## config.mk

```make
export PLATFORM = sky130hd
export DESIGN_NAME = ahb_burst_master
export DESIGN_NICKNAME = d
export VERILOG_FILES = /design/src/rtl/ahb_burst_master.sv
export SDC_FILE = /design/constraint.sdc
export NUM_CORES = 1
export LEC_CHECK = 0
export CORE_UTILIZATION = 42
export CTS_CLUSTER_DIAMETER = 120
export CTS_CLUSTER_SIZE = 30
export DETAILED_ROUTE_END_ITERATION = 16
export PLACE_DENSITY = 0.87
export REMOVE_ABC_BUFFERS = 1
export SKIP_CTS_REPAIR_TIMING = 1
export SLEW_MARGIN = 40
export SYNTH_ARGS = -nofsm -noshare
export SYNTH_HDL_FRONTEND = slang
export SYNTH_SLANG_ARGS = --single-unit
```

## constraint.sdc

```tcl
create_clock -name Hclk -period 6.8 [get_ports Hclk]
set_clock_uncertainty 0.05 [all_clocks]
set_input_delay 2.04 -clock Hclk [delete_from_list [all_inputs] [get_ports Hclk]]
set_output_delay 2.04 -clock Hclk [all_outputs]
set_load 0.1 [all_outputs]
```

## src/rtl/ahb_burst_master.sv

```systemverilog
// ahb_burst_master: AHB-Lite initiator issuing one NONSEQ/SEQ burst per command.
// Define AHB_MST_ERR_ABORT_EN to abort the remaining beats on an ERROR response.
module ahb_burst_master #(
    parameter int LEN_W  = 4,
    parameter int ADDR_W = 32,
    parameter int DATA_W = 32
) (
    input  logic              Hclk,
    input  logic              Hreset,
    input  logic              cmd_valid,
    output logic              cmd_ready,
    input  logic              cmd_write,
    input  logic [ADDR_W-1:0] cmd_addr,
    input  logic [LEN_W-1:0]  cmd_len,
    input  logic [DATA_W-1:0] wd_data,
    output logic              wd_pop,
    output logic [DATA_W-1:0] rd_data,
    output logic              rd_valid,
    output logic              done,
    output logic              err,
    output logic [ADDR_W-1:0] Haddr,
    output logic [1:0]        Htrans,
    output logic              Hwrite,
    output logic [2:0]        Hsize,
    output logic [2:0]        Hburst,
    output logic [DATA_W-1:0] Hwdata,
    input  logic              Hreadyin,
    input  logic [DATA_W-1:0] Hrdata,
    input  logic [1:0]        Hresp
);
    typedef enum logic [2:0] {IDLE, ADDR, BURST, LAST, ABRT} state_t;
    localparam logic [1:0] TR_IDLE = 2'b00;
    localparam logic [1:0] TR_NSEQ = 2'b10;
    localparam logic [1:0] TR_SEQ  = 2'b11;

    state_t            state_q, state_d;
    logic [LEN_W-1:0]  cnt_q, cnt_d;
    logic [ADDR_W-1:0] addr_q, addr_d, addr_nx;
    logic [1:0]        trans_q, trans_d;
    logic              write_q, write_d;
    logic [2:0]        burst_q, burst_d;
    logic [DATA_W-1:0] wdata_q, wdata_d;
    logic              aph, dph, err_hit, unused_ok;

    // aph: an address phase is accepted; dph: a data phase completes
    assign aph     = (state_q == ADDR || state_q == BURST) && Hreadyin;
    assign dph     = (state_q == BURST || state_q == LAST) && Hreadyin;
    assign addr_nx = addr_q + ADDR_W'(4);
`ifdef AHB_MST_ERR_ABORT_EN
    assign err_hit = (state_q == BURST || state_q == LAST) && !Hreadyin && Hresp == 2'b01;
    assign err     = state_q == ABRT && Hreadyin;
`else
    assign err_hit = 1'b0;
    assign err     = 1'b0;
`endif
    assign unused_ok = ^{Hresp, cmd_addr[1:0]};

    assign cmd_ready = state_q == IDLE;
    assign wd_pop    = aph && write_q;
    assign rd_valid  = dph && !write_q;
    assign rd_data   = rd_valid ? Hrdata : '0;
    assign done      = (state_q == LAST || state_q == ABRT) && Hreadyin;
    assign Haddr     = addr_q;
    assign Htrans    = trans_q;
    assign Hwrite    = write_q;
    assign Hsize     = 3'b010;
    assign Hburst    = burst_q;
    assign Hwdata    = wdata_q;

    always_comb begin
        state_d = state_q;
        cnt_d   = cnt_q;
        addr_d  = addr_q;
        trans_d = trans_q;
        write_d = write_q;
        burst_d = burst_q;
        wdata_d = wd_pop ? wd_data : wdata_q;
        if (state_q == IDLE && cmd_valid) begin
            state_d = ADDR;
            cnt_d   = cmd_len;
            addr_d  = {cmd_addr[ADDR_W-1:2], 2'b00};
            trans_d = TR_NSEQ;
            write_d = cmd_write;
            burst_d = cmd_len == '0 ? 3'b000 : 3'b001;
        end else if (err_hit) begin
            state_d = ABRT;
            trans_d = TR_IDLE;
        end else if (aph) begin
            // a beat landing on a 1KB boundary restarts as NONSEQ
            state_d = cnt_q == '0 ? LAST : BURST;
            trans_d = cnt_q == '0 ? TR_IDLE : (addr_nx[9:0] == '0 ? TR_NSEQ : TR_SEQ);
            addr_d  = cnt_q == '0 ? addr_q : addr_nx;
            cnt_d   = cnt_q - LEN_W'(1);
        end else if (done) begin
            state_d = IDLE;
        end
    end

    always_ff @(posedge Hclk) begin
        if (Hreset) begin
            state_q <= IDLE;
            cnt_q   <= '0;
            addr_q  <= '0;
            trans_q <= TR_IDLE;
            write_q <= 1'b0;
            burst_q <= 3'b000;
            wdata_q <= '0;
        end else begin
            state_q <= state_d;
            cnt_q   <= cnt_d;
            addr_q  <= addr_d;
            trans_q <= trans_d;
            write_q <= write_d;
            burst_q <= burst_d;
            wdata_q <= wdata_d;
        end
    end
endmodule

```

==> metrics <==
RSZ-0062 raised after global routing false; min-delay worst type reg -> reg; Tcrit/Tclk final between 80% and 90%; Mapped Cells approximately 500; post-synthesis sequential area ratio 37.9%; synth unique cells 46; number of port buffers 204; hold depth 2; status complete, no violations; Met3 Wirelength 802 µm; FF-to-FF Start state_q[1]$_SDFFE_PP0P_; vias in the first global route around 4.0k; crit path DAT approximately 4000 ps; Final Hold Fails 0; Post-synth EDFFs 0; drt initial violations ~200; Tmin final slightly above 6000 ps; Main synth FF type dfxtp_1; Register-to-Register Path Depth 6; FF+latch area roughly 1400 µm²; syn_area_per_cell between 7 and 8 µm²; Core Rows 34; Die W 97.1 µm; die area ~9400 µm²; CP Launch Point Hreadyin; Crit path top cell by count buf_4; gr usage total about a quarter; Max Clk Rate 164 MHz; synth warn 0; met2 routed WL 5880 µm; Worst-path clk slew about 80 ps; post-route ant nets 0; Starting Density between 40% and 50%; CTS tree yes; Slew Viols, Final 0; final setup fails 0; largest cells by area after synthesis dfxtp_1 38%, nand2_1 9.2%, and2_1 6.4%; Synth Area in Compound Gates approximately 17%; height of the die a little under 100 µm; Syn-to-layout area delta 50.1%; CP Cell Sequence clkdlybuf4s50_1, nor3b_2, buf_4, and2_1, buf_4; setup TNS after final layout 0 ps; largest family of logic cells by synthesized area simple AND/OR/NAND/NOR gates; drt total wl approximately 12000 µm; grt total ovfl 0; number of synthesized register bits ~70; MaxCap Viol Count 0; DRC Markers 0; Clock Latency Late Sink 340 ps; Startpoint Class primary input; # diodes 0; Max-slew headroom slightly above 50%; DP Wirelength 9000 µm; first-pass GRT wire length ~20000 µm; # fillers between 700 and 800; core area 8720 µm²; DR pass1 iterations 4; H-tree level count 3; simple-gate share of the synthesized area approximately a third; Async S/R FF share, synth 0%; routed via count 4346; clk sinks 72; nets 792; Least-Margin Pin Slew 743 ps; TritonCTS Buffers 9; largest net degree at the start of global routing 73; met1 WL roughly 5300 µm; synthesized area ~3800 µm²; Synth Area in XOR/XNOR 2.54%; Root Driver clkbuf_8; adder-cell share of the synthesized area under 10%; min-delay src Hwdata[1]$_SDFFE_PP0P_; routed vias/inst 5.48; slowest cell on the critical path nor3b_2; layout cell share with drive strength beyond 1 19.0%; CP Max Fanout 18; crit-path max cell delay roughly 620 ps; DR top layer met4; CP required 4710 ps; DR WL/cell between 15 and 20 µm; post-synth top area cell dfxtp_1; CP Capture Type output port; I/O Pins approximately 220; P per Cell Area about 260 nW/µm²; top cell type's share of synthesized area between 30% and 40%; worst setup path class in -> out; buffer depth of the longest clock path 2; VDD IR max 0.147 mV; gp weighted congestion between 0.8 and 0.9; initial antenna violation count 0; Leak 0.00230 µW; multiplexer share of the synthesized area less than 1%; area taken by multi-input logic gates 2190 µm²; PnR Total Power between 1500 and 2000 µW
[where the power goes]
part | switching, µW | internal [µW]
Clock | 168 | 244
Combinational | 436 | 143
Sequential | 54.8 | 460
Total | 659 | 847
[critical path, delay by kind of cell]
kind,cells,cell delay (ps)
buffers and inverters,3,1180
AND/OR/NAND/NOR,2,780
[layout by cell type (no fill, tap or decap), drive strengths merged, types with 4 or more instances in the layout]
cell type,Yosys,layout
and4,6,6
a211oi,15,15
xnor2,5,5
inv,7,7
buf,17,108
or4,12,12
a311oi,11,11
dfxtp,72,72
conb,2,8
nor2,35,35
and3,4,4
nor3b,4,4
clkdlybuf4s50,0,101
a21oi,41,41
or3,6,6
nand2,93,93
and2,39,39
o21ai,6,6
clkbuf,22,9
nor3,4,4
o31ai,5,5
ha,5,5
nor4,19,19
xor2,6,6
nand4,15,15
nand3,17,17
[registers in the layout, summed over array words and instances (netlist names)]
signal,count
Haddr,30
Hburst,1
cnt_q,4
Hwdata,32
Htrans,2
state_q,2
Hwrite,1
[routing by layer]
metal | global-route usage (%) | up-vias
li1 | - | 2132
met1 | 32.6 | 2010
met2 | 42.5 | 188
met3 | 4.24 | 16
met4 | 8.04 | 0
met5 | 0 | -
[per-stage QoR]
stage | worst slack [ps] | std cells | util [%] | hold WS [ps] | area [µm²]
after CTS | 724 | 793 | 65.4 | 406 | 5710
after global routing | 583 | 793 | 65.4 | 424 | 5710
after floorplan | -1590 | 460 | - | 433 | 3640
final | 707 | 793 | 65.4 | 405 | 5710
after detailed placement | 732 | 777 | 62.6 | 394 | 5460
after global placement | 879 | 777 | 66.3 | 391 | 5780
[final timing paths]
kind,endpoint,slack (ps)
worst min-delay path,Hwdata[1]$_SDFFE_PP0P_,400
worst min register to register,Hwdata[1]$_SDFFE_PP0P_,400
worst max-delay path,rd_data[16],710
worst max register to register,Haddr[20]$_SDFFE_PP0P_,3950
[layout make-up]
cell class | instances | area share (%)
Clock buffer | 9 | 2.17
Clock inverter | 7 | 2.11
Inverter | 7 | 0.461
Multi-Input combinational cell | 381 | 38.5
Sequential cell | 72 | 25.3
Tap cell | 108 | 2.37
Timing Repair Buffer | 209 | 29.2
[cell usage after synthesis (4+ instances only)]
| cell type | instances |
|---|---|
| nand2_1 | 93 |
| dfxtp_1 | 72 |
| a21oi_1 | 41 |
| and2_1 | 39 |
| nor2_1 | 35 |
| clkbuf_1 | 22 |
| nor4_1 | 18 |
| nand3_1 | 17 |
| a211oi_1 | 15 |
| nand4_1 | 14 |
| or4_1 | 12 |
| a311oi_1 | 11 |
| buf_4 | 9 |
| buf_1 | 7 |
| inv_1 | 7 |
| and4_1 | 6 |
| o21ai_0 | 6 |
| or3_1 | 6 |
| xor2_1 | 6 |
| ha_1 | 5 |
| o31ai_1 | 5 |
| xnor2_1 | 5 |
| and3_1 | 4 |
| nor3_1 | 4 |
| nor3b_1 | 4 |
[logic make-up (layout without fill, tap and decap cells)]
family	after synthesis	in the layout
mux	2	2
compound gates	97	97
buf+inv	46	232
xor+xnor	11	11
other cells	2	8
flops	72	72
simple gates	258	258
fa+ha+maj	5	5
(Power assumes the default switching activity.)
